[src/rtl/dual_issue_ctrl_pkg.sv]
// dual_issue_ctrl_pkg: front-end shared ctrl bit indices and controller state enum
package dual_issue_ctrl_pkg;
    localparam int SW  = 5;
    localparam int LW  = 4;
    localparam int R   = 3;
    localparam int BR  = 2;
    localparam int JMP = 1;
    localparam int HLT = 0;
    typedef enum logic [1:0] {RUN, FLUSH, HALTED} state_t;
endpackage

[src/rtl/dual_issue_ctrl.sv]
// dual_issue_ctrl: two-wide issue register with branch speculation tagging, mispredict flush and halt
// Ports:
//   clk, rst_n                      clock, synchronous active-low reset
//   fetch_valid/fetch_ready         decoded pair handshake; ctrl1/ctrl2 = {sw,lw,r,branch,jmp,hlt}
//   issue_valid/issue_ready         issued pair handshake; issue_slot2_en, spec1, spec2 describe it
//   br_resolve_valid, br_mispredict oldest outstanding branch resolution
//   flush                           one-cycle discard pulse after a mispredict
//   halted, br_cnt                  halt status, outstanding branch count
module dual_issue_ctrl
    import dual_issue_ctrl_pkg::*;
#(
    parameter int MAX_BR       = 2,
    parameter int FLUSH_CYCLES = 2
) (
    input  logic       clk,
    input  logic       rst_n,
    input  logic       fetch_valid,
    output logic       fetch_ready,
    input  logic [5:0] ctrl1,
    input  logic [5:0] ctrl2,
    output logic       issue_valid,
    input  logic       issue_ready,
    output logic       issue_slot2_en,
    output logic       spec1,
    output logic       spec2,
    input  logic       br_resolve_valid,
    input  logic       br_mispredict,
    output logic       flush,
    output logic       halted,
    output logic [2:0] br_cnt
);
    localparam int FW = $clog2(FLUSH_CYCLES + 1);
    state_t        state_q, state_d;
    logic [2:0]    br_cnt_q, br_cnt_d;
    logic [FW-1:0] fcnt_q, fcnt_d;
    logic          issue_valid_q, issue_valid_d;
    logic          s2en_q, s2en_d;
    logic          spec1_q, spec1_d;
    logic          spec2_q, spec2_d;
    logic          flush_q, flush_d;
    logic          s2en, mispred, accept;
    logic [1:0]    nbr;
    logic [2:0]    cnt_eff;
    logic          unused;
    assign unused = ^{ctrl1[5:3], ctrl2[5:3], ctrl2[JMP]};
    always_comb begin
        s2en    = !(ctrl1[JMP] | ctrl1[HLT]);
        nbr     = {1'b0, ctrl1[BR]} + {1'b0, ctrl2[BR] & s2en};
        // a correct resolve this cycle frees its slot before the incoming pair is counted
        cnt_eff = br_cnt_q - {2'b0, br_resolve_valid && !br_mispredict && br_cnt_q != 3'd0};
        mispred = br_resolve_valid && br_mispredict && br_cnt_q != 3'd0;
        fetch_ready = state_q == RUN && (!issue_valid_q || issue_ready)
                    && ({1'b0, cnt_eff} + {2'b0, nbr} <= 4'(MAX_BR))
                    && !(br_resolve_valid && br_mispredict);
        accept  = fetch_valid && fetch_ready;
        state_d       = state_q;
        br_cnt_d      = cnt_eff;
        fcnt_d        = fcnt_q;
        flush_d       = 1'b0;
        issue_valid_d = issue_valid_q && !issue_ready;
        s2en_d        = s2en_q;
        spec1_d       = spec1_q;
        spec2_d       = spec2_q;
        if (mispred) begin
            issue_valid_d = 1'b0;
            br_cnt_d      = 3'd0;
            flush_d       = 1'b1;
            fcnt_d        = FW'(FLUSH_CYCLES);
            state_d       = FLUSH;
        end else begin
            if (accept) begin
                issue_valid_d = 1'b1;
                s2en_d        = s2en;
                spec1_d       = cnt_eff != 3'd0;
                spec2_d       = (cnt_eff != 3'd0) | ctrl1[BR];
                br_cnt_d      = cnt_eff + {1'b0, nbr};
                if (ctrl1[HLT] || (ctrl2[HLT] && s2en)) state_d = HALTED;
            end
            if (state_q == FLUSH) begin
                fcnt_d = fcnt_q - FW'(1);
                if (fcnt_q == FW'(1)) state_d = RUN;
            end
        end
    end
    always_ff @(posedge clk) begin
        if (!rst_n) begin
            state_q       <= RUN;
            br_cnt_q      <= 3'd0;
            fcnt_q        <= '0;
            issue_valid_q <= 1'b0;
            s2en_q        <= 1'b0;
            spec1_q       <= 1'b0;
            spec2_q       <= 1'b0;
            flush_q       <= 1'b0;
        end else begin
            state_q       <= state_d;
            br_cnt_q      <= br_cnt_d;
            fcnt_q        <= fcnt_d;
            issue_valid_q <= issue_valid_d;
            s2en_q        <= s2en_d;
            spec1_q       <= spec1_d;
            spec2_q       <= spec2_d;
            flush_q       <= flush_d;
        end
    end
    assign issue_valid    = issue_valid_q;
    assign issue_slot2_en = s2en_q;
    assign spec1          = spec1_q;
    assign spec2          = spec2_q;
    assign flush          = flush_q;
    assign halted         = state_q == HALTED;
    assign br_cnt         = br_cnt_q;
endmodule

[config.mk]
export PLATFORM = sky130hd
export DESIGN_NAME = dual_issue_ctrl
export DESIGN_NICKNAME = d
export VERILOG_FILES = /design/src/rtl/dual_issue_ctrl_pkg.sv /design/src/rtl/dual_issue_ctrl.sv
export SDC_FILE = /design/constraint.sdc
export NUM_CORES = 1
export LEC_CHECK = 0
export CAP_MARGIN = 20
export CORE_UTILIZATION = 42
export CTS_CLUSTER_DIAMETER = 80
export DETAILED_ROUTE_END_ITERATION = 7
export PLACE_DENSITY = 0.78
export SLEW_MARGIN = 20
export SYNTH_ARGS = -nofsm -noshare
export SYNTH_HDL_FRONTEND = slang
export SYNTH_SLANG_ARGS = --single-unit
[constraint.sdc]
create_clock -name clk -period 3.25 [get_ports clk]
set_clock_uncertainty 0.15 [all_clocks]
set_input_delay 0.325 -clock clk [delete_from_list [all_inputs] [get_ports clk]]
set_output_delay 0.325 -clock clk [all_outputs]
set_load 0.03 [all_outputs]
# After elaboration in Yosys (flattened, before gate mapping)
# Index checks and enable logic that the tools add are counted.
dict set report op_classes {
  n_eq_ne 3
  addsub 5
  magnitude_cmp 1
  bitwise_logic 5
  n_mux 10
  reduce_logical 23
}
# operator count
set ops {}
lappend ops {{two-way mux 2 bit} 6}
lappend ops {{logical AND 1 bit} 10}
lappend ops {{nonzero test 3 bit} 2}
lappend ops {{logical NOT 1 bit} 5}
lappend ops {{adder 3 x 2 -> 4 bit} 1}
lappend ops {{== test 2 x 1 -> 1 bit, second input constant} 2}
lappend ops {{<= comparator 4 x 2 -> 1 bit, second input constant} 1}
lappend ops {{adder 3 x 2 -> 3 bit} 1}
lappend ops {{two-way mux 1 bit} 3}
lappend ops {{two-way mux 3 bit} 1}
lappend ops {{subtractor 3 x 1 -> 3 bit} 1}
lappend ops {{adder 1 x 1 -> 2 bit} 1}
lappend ops {{== test 2 bit, second input constant} 1}
lappend ops {{logical NOT 2 bit} 1}
lappend ops {{logical OR 1 bit} 2}
lappend ops {{NOT 1 bit} 2}
lappend ops {{OR 1 bit} 2}
lappend ops {{AND reduction 2 bit} 1}
lappend ops {{nonzero test 2 bit} 1}
lappend ops {{OR reduction 2 bit} 1}
lappend ops {{subtractor 2 x 1 -> 2 bit, second input constant} 1}
lappend ops {{AND 1 bit} 1}
dict set report word_totals {
  word_cells 57
  out_inout_bits 10
  in_bits 18
  register_bits 12
}

# Logic depth before layout (Yosys ltp)
# Gate-level depths: netlist of run 1.
dict set report depth {
  word_depth 13
  mapped_depth 11
  ltp_nobuf 11
}

# Worst setup path before layout of run 1
# Ideal clock, no wire load.
dict set report synth_path {
  path_kind {reg-to-output}
  start {reg br_cnt_q[2] (netlist: br_cnt[2])}
  end {out fetch_ready}
  arrival_time_ns 2.590
  path_slack_ns 0.185
  stages_incl_launch_ff 11
  path_cell_list {dfxtp_1 > o31ai_1 > nor2_1 > ha_1 > inv_1 > ha_1 > inv_1 > fa_1 > a211oi_1 > mux2i_2 > nor2_1}
}
dict set report synth_via {
  elab_chain_len 7
}
# element line_no
set synth_rtl {}
lappend synth_rtl {{start, declared} dual_issue_ctrl.sv:34} ;# logic [2:0] br_cnt_q, br_cnt_d;
lappend synth_rtl {{start signal, assigned} dual_issue_ctrl.sv:97} ;# br_cnt_q <= br_cnt_d;
lappend synth_rtl {{nonzero test 3 bit} dual_issue_ctrl.sv:50} ;# cnt_eff = br_cnt_q - {2'b0, br_resolve_valid && !br_mispredict && br_cnt_q != 3'd0};
lappend synth_rtl {{logical AND 1 bit} dual_issue_ctrl.sv:50}
lappend synth_rtl {{subtractor 3 x 1 -> 3 bit *} dual_issue_ctrl.sv:50}
lappend synth_rtl {{adder 3 x 2 -> 4 bit *} dual_issue_ctrl.sv:53} ;# && ({1'b0, cnt_eff} + {2'b0, nbr} <= 4'(MAX_BR))
lappend synth_rtl {{<= comparator 4 x 2 -> 1 bit *} dual_issue_ctrl.sv:53}
lappend synth_rtl {{logical AND 1 bit *} dual_issue_ctrl.sv:53}
lappend synth_rtl {{logical AND 1 bit *} dual_issue_ctrl.sv:54} ;# && !(br_resolve_valid && br_mispredict);
lappend synth_rtl {{end, declared} dual_issue_ctrl.sv:18} ;# output logic fetch_ready,
# Mark *: on every way between the ends. The rest lies on a longest branch, timed or not.

# Worst setup path in the final report of run 1
# Same ends and word-level chain as after synthesis.

==> qor.yml, run 1 <==
timing:
  timing.final.crit_period_ps: 3120
  slew-limit-headroom_pct: 69.7
  finalCritPeriodShare_pct: 96.0
  slew_violations: 0
  tightest_slew_ps: 454
  max_clock_freq_mhz: 321
  finalSetupViolCount: 0
  hold_viol_final: 0
setup_path:
  startpoint_type: "register"
  crit_fanout: 4
  crit_type: "reg -> out"
  cp.required_ps: 2770
  cp_data_arrival_time_ps: 2640
  critPathCaptureType: "output pin"
power_and_ir_drop:
  ir_drop_uv: 568
  leakagePower_nw: 0.416
  power.density_nw_per_um2: 859
  finalPower_mw: 0.867
run_status:
  outcome: "completed"
global_route:
  grt_pass1_vias: 639
  grt_usage_pct: 18.9
  gr-total-overflow: 0
  antenna_found_initial: 0
  grt_pass1_wl_um: 2620
  grt_max_degree: 8
place:
  detailed_place.area_um2: 948
  io_buffers: 20
  gp_congestion: 0.879
  hpwl_um: 1230
synth:
  synthCells: 74
  yosys_most_used_dff: "dfxtp_1"
  synth_edf_count: 0
  yosysUniqueCellTypes: 29
  synth_top_area_cell: "dfxtp_1"
  yosysMostFrequentCell: "dfxtp_1"
  synthesis.area_um2: 708
  async_reset_ff_share_pct: 0
  netlist_top_cells_count: "12 x dfxtp_1, 10 x inv_1, 7 x a21oi_1"
  yosysSeqAreaShare_pct: 33.9
  synth_top_area_share_pct: 33.9
  avgSynthCellArea_um2: 9.57
  ys_seq_elements: 12
  synth_nets: 99
  ys_warn_count: 0
  synth_area_leaders: "dfxtp_1 34%, ha_1 11%, inv_1 5.3%"
cts:
  postCtsSetupRepairBufs: 0
  clk_path_buf_depth: 2
  cts_root_buffer: "clkbuf_4"
  cts.sinks: 12
  cts-htree-levels: 1
  cts_made_buffers: 3
  path_clk_slew_ps: 80
  insertion_delay_ps: 270
  cts_tree: "done"
floorplanning:
  die_y_um: 43.1
  core_um2: 1540
  die_w_um: 43.1
  rows: 14
  initial_core_util_pct: 45.9
  ios: 28
  die_area_um2: 1850
min_path:
  hold_class: "reg -> reg"
routing:
  drc: 0
  firstDrtPassIters: 5
  wl_per_cell_um: 13.6
  num_vias: 643
  drtIter0Drc: 10
  finalWirelength_um: 1590
  via_per_inst: 5.50
  antenna_left: 0
final_layout:
  fin_nets: 127
  drive_above_1_share_pct: 23.8
  fill_cells: 131
  area_delta_synth_final_pct: 42.4
  antenna_cells: 0
  fin_area_um2: 1010
run:
  drv_cap: 0
cell type report:
cell class / instances / area (um2) / area share (%)
sequential: 12 / 241 / 23.9
tap: 16 / 20.0 / 1.99
inverter: 10 / 37.5 / 3.72
clock buffer: 4 / 36.3 / 3.60
multi-input combinational: 52 / 453 / 44.9
timing repair buffer: 23 / 220 / 21.8
worst paths after layout:
path | start | slack, ps | cells past startpoint | to
max | br_cnt[2] | 130 | 11 | fetch_ready
min | spec1 | 370 | 2 | spec1
max reg2reg | br_cnt[2] | 290 | 11 | spec2
min reg2reg | spec1 | 370 | 2 | spec1
through the flow:
step,hold WS [ps],std cells,utilization [%],worst slack (ps),setup TNS [ps]
6_report,372,117,65.4,131,0
5_1_grt,405,117,65.4,-11.2,-11.2
2_1_floorplan,273,74,-,185,0
3_5_place_dp,364,113,61.5,41.1,0
4_1_cts,381,117,63.9,35.3,0
3_3_place_gp,359,113,61.5,91.4,0
worst max-delay path, stage by stage (launching register included):
cell and delay (ps):
dfxtp_2 360, o31ai_2 260, nor2_1 70, ha_1 320, inv_1 80, ha_2 190
inv_1 60, fa_2 540, nand2b_4 140, nand3_1 70, nor2_1 130, buf_4 170
metal layers:
metal | wire length (um) | global-route usage [%] | vias to the layer above
li1 | - | - | 324
met1 | 721 | 23.7 | 297
met2 | 776 | 32.4 | 20
met3 | 79 | 2.55 | 2
met4 | 14 | 7.27 | 0
met5 | 0 | 0 | -
logic make-up after synthesis:
logic type	count (synthesis)	share of synthesized area, %
adder cells (fa/ha/maj)	7	13.4
flip-flops	12	33.9
AO/OA/AOI/OAI	20	23.0
AND/OR/NAND/NOR	21	16.8
buffers and inverters	10	5.30
XOR/XNOR	2	3.53
multiplexers	2	4.06
cell usage in the layout, fill, tap and decap left out, drive strengths merged, types with 2 or more instances in the layout:
master / Yosys / layout
nand3: 2 / 2
dfxtp: 12 / 12
inv: 10 / 10
buf: 0 / 4
clkbuf: 0 / 4
nor2: 6 / 6
nor3: 4 / 4
a21oi: 7 / 7
xnor2: 2 / 2
nor2b: 2 / 2
clkdlybuf4s50: 0 / 19
nand2b: 2 / 2
nand2: 2 / 2
a211oi: 5 / 5
ha: 6 / 6
state kept, by name (all words and copies together) (netlist names):
register        cells
br_cnt              3
fcnt_q              2
state_q             2
flush               1
issue_slot2_en      1
issue_valid         1
spec1               1
spec2               1
power by group:
part | internal [mW] | total [mW] | leakage, nW | switching [mW]
clock | 0.0681 | 0.118 | 0.0210 | 0.0496
combinational | 0.235 | 0.526 | 0.297 | 0.291
sequential | 0.188 | 0.223 | 0.0986 | 0.0345
total | 0.491 | 0.867 | 0.416 | 0.375
timing repair:
item | 4_1_cts | 5_1_grt
hold buffers | 0 | 0
endpoints found under the setup margin | 0 | 1
gates resized for setup | 0 | 6
Note: power is estimated with default switching activity, not from simulation.
==> run 2: changes to the inputs <==
--- a/config.mk
+++ b/config.mk
@@ -7,7 +7,6 @@
 export LEC_CHECK = 0
 export CAP_MARGIN = 20
 export CORE_UTILIZATION = 42
-export CTS_CLUSTER_DIAMETER = 80
 export DETAILED_ROUTE_END_ITERATION = 7
 export PLACE_DENSITY = 0.78
 export SLEW_MARGIN = 20
==> results of run 2 <==
No change in the layout: final DEF, timing and power equal those of run 1.
